==> config.mk <==
export PLATFORM = sky130hd
export DESIGN_NAME = secure_reg_initiator
export DESIGN_NICKNAME = d
export VERILOG_FILES = /design/src/rtl/secure_reg_pkg.sv /design/src/rtl/secure_cmd_fifo.sv /design/src/rtl/secure_reg_initiator.sv
export SDC_FILE = /design/constraint.sdc
export NUM_CORES = 1
export LEC_CHECK = 0
export CAP_MARGIN = 15
export CORE_MARGIN = 10
export CORE_UTILIZATION = 26
export CTS_BUF_LIST = sky130_fd_sc_hd__clkbuf_16
export DETAILED_ROUTE_END_ITERATION = 16
export HOLD_SLACK_MARGIN = 0.02
export SKIP_CTS_REPAIR_TIMING = 1
export SKIP_LAST_GASP = 1
export SYNTH_ARGS = -nofsm -noshare
export SYNTH_HDL_FRONTEND = slang
export SYNTH_SLANG_ARGS = --single-unit
==> constraint.sdc <==
create_clock -name clk -period 3.4 [get_ports clk]
set_input_delay 0.68 -clock clk [delete_from_list [all_inputs] [get_ports clk]]
set_output_delay 0.68 -clock clk [all_outputs]
set_load 0.05 [all_outputs]
==> src/rtl/secure_reg_pkg.sv <==
// secure_reg_pkg: FSM states, response codes and privileged thread id
package secure_reg_pkg;

   typedef enum logic [1:0] {
      ST_IDLE  = 2'd0,
      ST_ISSUE = 2'd1,
      ST_RESP  = 2'd2
   } state_t;

   localparam logic [1:0] ERR_OK      = 2'b00;
   localparam logic [1:0] ERR_DENIED  = 2'b01;
   localparam logic [1:0] ERR_TIMEOUT = 2'b10;

   localparam int unsigned PRIV_TID = 0;

endpackage

==> src/rtl/secure_cmd_fifo.sv <==
// secure_cmd_fifo: synchronous command queue; push+pop succeed together even when full or empty
module secure_cmd_fifo #(
   parameter int WIDTH = 8,
   parameter int DEPTH = 4
) (
   input  logic             clk,
   input  logic             rst_n,
   input  logic             push,
   input  logic [WIDTH-1:0] push_data,
   input  logic             pop,
   output logic [WIDTH-1:0] pop_data,
   output logic             full,
   output logic             empty
);

   localparam int AW = $clog2(DEPTH);

   logic [WIDTH-1:0] mem [DEPTH];
   logic [AW:0]      wr_ptr;
   logic [AW:0]      rd_ptr;
   logic             do_push;
   logic             do_pop;

   assign empty    = wr_ptr == rd_ptr;
   assign full     = (wr_ptr[AW] != rd_ptr[AW]) && (wr_ptr[AW-1:0] == rd_ptr[AW-1:0]);
   assign do_pop   = pop && (!empty || push);
   assign do_push  = push && (!full || pop);
   assign pop_data = empty ? push_data : mem[rd_ptr[AW-1:0]];

   // pointer bookkeeping; extra msb distinguishes full from empty
   always_ff @(posedge clk) begin
      if (!rst_n) begin
         wr_ptr <= '0;
         rd_ptr <= '0;
      end else begin
         if (do_push) wr_ptr <= wr_ptr + 1'b1;
         if (do_pop)  rd_ptr <= rd_ptr + 1'b1;
      end
   end

   // storage array, contents are don't-care until written
   always_ff @(posedge clk) begin
      if (do_push) mem[wr_ptr[AW-1:0]] <= push_data;
   end

endmodule

==> src/rtl/secure_reg_initiator.sv <==
// secure_reg_initiator: queues thread commands and issues them to a secure register, one at a time
module secure_reg_initiator
   import secure_reg_pkg::*;
#(
   parameter int DATA_WIDTH = 32,
   parameter int TID_WIDTH  = 4,
   parameter int FIFO_DEPTH = 4,
   parameter int TIMEOUT    = 15
) (
   input  logic                  clk,
   input  logic                  rst_n,
   input  logic                  cmd_valid,
   output logic                  cmd_ready,
   input  logic                  cmd_write,
   input  logic [TID_WIDTH-1:0]  cmd_tid,
   input  logic [DATA_WIDTH-1:0] cmd_wdata,
   output logic                  reg_req,
   output logic                  reg_wr_en,
   output logic [TID_WIDTH-1:0]  reg_thread_id,
   output logic [DATA_WIDTH-1:0] reg_wdata,
   input  logic                  reg_ack,
   input  logic                  reg_grant,
   input  logic [DATA_WIDTH-1:0] reg_rdata,
   output logic                  rsp_valid,
   input  logic                  rsp_ready,
   output logic [DATA_WIDTH-1:0] rsp_rdata,
   output logic [1:0]            rsp_err
);

   localparam int CW = $clog2(TIMEOUT + 2);
   localparam int FW = 1 + TID_WIDTH + DATA_WIDTH;

   state_t                state;
   logic [CW-1:0]         cnt;
   logic                  wk_write;
   logic [TID_WIDTH-1:0]  wk_tid;
   logic [DATA_WIDTH-1:0] wk_wdata;
   logic [DATA_WIDTH-1:0] rsp_data;
   logic [1:0]            rsp_code;
   logic                  fifo_full;
   logic                  fifo_empty;
   logic                  fifo_push;
   logic                  fifo_pop;
   logic [FW-1:0]         head;
   logic                  head_write;
   logic [TID_WIDTH-1:0]  head_tid;
   logic [DATA_WIDTH-1:0] head_wdata;

   assign cmd_ready  = !fifo_full;
   assign fifo_push  = cmd_valid && cmd_ready;
   assign fifo_pop   = (state == ST_IDLE) && !fifo_empty;
   assign head_write = head[FW-1];
   assign head_tid   = head[DATA_WIDTH +: TID_WIDTH];
   assign head_wdata = head[DATA_WIDTH-1:0];

   secure_cmd_fifo #(
      .WIDTH (FW),
      .DEPTH (FIFO_DEPTH)
   ) u_fifo (
      .clk       (clk),
      .rst_n     (rst_n),
      .push      (fifo_push),
      .push_data ({cmd_write, cmd_tid, cmd_wdata}),
      .pop       (fifo_pop),
      .pop_data  (head),
      .full      (fifo_full),
      .empty     (fifo_empty)
   );

   // access sequencer: only the privileged thread ever reaches the register
   always_ff @(posedge clk) begin
      if (!rst_n) begin
         state    <= ST_IDLE;
         cnt      <= '0;
         wk_write <= 1'b0;
         wk_tid   <= '0;
         wk_wdata <= '0;
         rsp_data <= '0;
         rsp_code <= ERR_OK;
      end else begin
         case (state)
            ST_IDLE: begin
               if (!fifo_empty) begin
                  wk_write <= head_write;
                  wk_tid   <= head_tid;
                  wk_wdata <= head_wdata;
                  cnt      <= '0;
                  rsp_data <= '0;
                  if (head_tid == TID_WIDTH'(PRIV_TID)) begin
                     state    <= ST_ISSUE;
                     rsp_code <= ERR_OK;
                  end else begin
                     state    <= ST_RESP;
                     rsp_code <= ERR_DENIED;
                  end
               end
            end
            ST_ISSUE: begin
               cnt <= cnt + 1'b1;
               if (reg_ack) begin
                  state    <= ST_RESP;
                  rsp_code <= reg_grant ? ERR_OK : ERR_DENIED;
                  rsp_data <= (reg_grant && !wk_write) ? reg_rdata : '0;
               end else if (cnt == CW'(TIMEOUT)) begin
                  state    <= ST_RESP;
                  rsp_code <= ERR_TIMEOUT;
               end
            end
            ST_RESP: begin
               if (rsp_ready) begin
                  state <= ST_IDLE;
                  cnt   <= '0;
               end
            end
            default: state <= ST_IDLE;
         endcase
      end
   end

   assign reg_req       = state == ST_ISSUE;
   assign reg_wr_en     = reg_req && wk_write;
   assign reg_thread_id = reg_req ? wk_tid : '0;
   assign reg_wdata     = reg_req ? wk_wdata : '0;
   assign rsp_valid     = state == ST_RESP;
   assign rsp_rdata     = rsp_valid ? rsp_data : '0;
   assign rsp_err       = rsp_valid ? rsp_code : ERR_OK;

endmodule

==> out/metrics.cfg <==
[outcome]
status=finished, final reports clean

[layout]
multiInputGateArea_um2=2700
drive_above_1_share=0.140
fill_cells=3371
syn2layout_area_growth_pct=33.1
post-route-util=0.349
seq_area_um2=6170
nets=866
fin_area_um2=12000

[clocking]
cts_buffers=27
cts_tree=yes
clkLatencyLatePin_ns=0.53
cts_sinks=234
cts_max_level=1
path_clk_slew_ns=0.06
cts_root_buf=clkbuf_16
clk_path_buf_depth=3

[critical_path]
r2r-start=state[1]
crit_arrival_ns=2.58
crit_family=buffers and inverters
cp.depth=5
rrSetupSlack_ns=0.85
crit_buf_inv=3
critPathRequiredTime_ns=2.72
crit_path_start=state[1]
endpoint=reg_wdata[10]
crit_slowest_cell=clkdlybuf4s50_1
r2r_cells=8
critPathKind=reg -> out
critical-path-max-stage-delay_ns=0.81
startpoint_type=flop
path_cells=inv_1, ha_2, buf_12, and2_1, clkdlybuf4s50_1
worstSetupEndpointType=primary output
worstPathMaxFanout=20
r2r-end=rsp_data[0]

[route]
dr_total_vias=5482
drtPass1Iterations=4
wire_per_inst_um=17.5
drt-total-wl_um=22000
drt_iter0_drc=293
ant_nets=0
drt-vias-per-instance=4.36
drc=0

[logic_synthesis]
yosysTopAreaCellShare=0.493
yosys_register_bits=234
postSynth.asyncResetShare=0
synthTopCellsByArea=edfxtp_1, dfxtp_1, mux4_2, and2_1, nand2_1
syn_nets=709
yosys_warnings=0
synth.distinct_cells=38
synth_edf_count=148
synth_commonest_cells=edfxtp_1, dfxtp_1, nand2_1
synth_most_common_cell=edfxtp_1
yosysSeqAreaShare=0.684
ys.flop_type=edfxtp_1
syn_area_per_cell_um2=14.4
syn_area_um2=9010
syn_inst=624
yosysTopAreaCell=edfxtp_1

[power_and_ir_drop]
power_density_nw_per_um2=671
vdd_ir_drop_max_mv=0.364
leakage_nw=4.07
total_power_w=0.00806

[floorplanning]
die_y_um=206
coreArea_um2=34400
dieArea_um2=42500
io_pins=149
initial_core_util=0.262
std_cell_rows=68
die_width_um=206

[grt]
grt_pass1_wl_um=33200
grt_pass1_vias=5643
gr-total-overflow=0
antenna_found_initial=1
grt_use_total=0.100
grt_max_degree=38

[sta]
finalHoldViolCount=0
fmax_ghz=0.306
hold_slack_ns=0.450
setup_viol=0
grt_setup_unrepaired=no
final.setup_skew_ns=0.00878
tightest_slew_ns=0.792
slew_violations=0
setup_tns_ns=0
post-route-min-period_ns=3.26
maxSlewHeadroom=0.472
period_share=0.960

[place]
io_buffers=148
gp_congestion=0.730
dpl_cell_area_um2=11100
dp_hpwl_um=14200

[job]
max-cap-violations=0

[min_path]
hold_class=reg -> reg

==> sequential cells by signal, summed over array words and instances (netlist names), named ones only <==
name	count
wk_write	1
u_fifo.mem	148
wk_wdata	32
rsp_data	32
u_fifo.rd_ptr	3
state	2
rsp_code	2
u_fifo.wr_ptr	3
cnt	5
wk_tid	4
==> placed cells by master (no fill, tap or decap), types with 3 or more instances in the layout <==
cell,n
clkinv_2,4
ha_1,8
inv_1,12
or3_1,3
a22o_1,30
nor2_1,8
edfxtp_1,148
mux2i_1,4
nand2_1,84
clkinv_1,4
bufinv_16,3
xnor2_1,5
buf_12,5
buf_4,17
clkbuf_16,27
clkdlybuf4s50_1,143
xor2_1,3
and2_2,4
a21oi_1,43
o21ai_0,10
and2_1,71
nand3_1,5
dfxtp_1,84
nor2b_1,4
mux4_2,37
==> per-stage QoR <==
stage	cells	setup WS, ns
5_1_grt	1257	0.0165
3_5_place_dp	1207	0.376
6_report	1258	0.136
3_3_place_gp	1207	0.485
2_1_floorplan	624	0.843
4_1_cts	1257	-0.211
==> per-layer routing <==
layer	vias to the layer above	wire, um	GRT usage
met4	0	433	0.0240
met2	146	10200	0.165
met5	-	0	0
li1	2624	-	-
met3	24	1380	0.0245
met1	2688	10000	0.130
==> power breakdown <==
part / internal, W / total [W] / switching [W]
Clock: 0.00167 / 0.00282 / 0.00115
Sequential: 0.00334 / 0.00355 / 0.000212
Combinational: 0.000701 / 0.00168 / 0.000981
Total: 0.00572 / 0.00806 / 0.00234
==> layout make-up <==
| cell class | count | area share |
|---|---|---|
| Inverter | 7 | 0.00219 |
| Antenna cell | 1 | 0.000209 |
| Clock inverter | 23 | 0.0165 |
| Tap cell | 455 | 0.0474 |
| Timing Repair Buffer | 165 | 0.138 |
| Sequential cell | 234 | 0.514 |
| Multi-Input combinational cell | 346 | 0.225 |
| Clock buffer | 27 | 0.0563 |
==> worst min path at each step <==
stage | startpoint | slack (ns) | to | cells after the start
after global placement | wk_wdata[23] | 0.44 | wk_wdata[23] | 2
final | wk_wdata[14] | 0.45 | wk_wdata[14] | 2
after floorplan | wk_tid[0] | 0.43 | wk_tid[0] | 2
after CTS | wk_tid[0] | 0.45 | wk_tid[0] | 2
after detailed placement | wk_tid[0] | 0.44 | wk_tid[0] | 2
after global routing | wk_wdata[23] | 0.47 | wk_wdata[23] | 2
==> worst reg2reg max path: cells and delay by family (launching register included) <==
kind	cells	cell delay (ns)
buffers and inverters	3	0.61
DFF	1	0.33
adders and majority gates	1	0.45
and+or+nand+nor	2	0.35
AOI/OAI and AO/OA	2	0.75
==> kinds of logic (layout without fill, tap and decap cells) <==
group	Yosys count	after routing	synth area share
flops	234	234	0.684
mux	41	41	0.0969
compound gates	95	95	0.0687
simple gates	192	192	0.109
xor+xnor	8	8	0.00777
other cells	0	1	0
fa+ha+maj	10	10	0.0139
buf+inv	44	222	0.0196
Power figures use the tool's default switching activity.
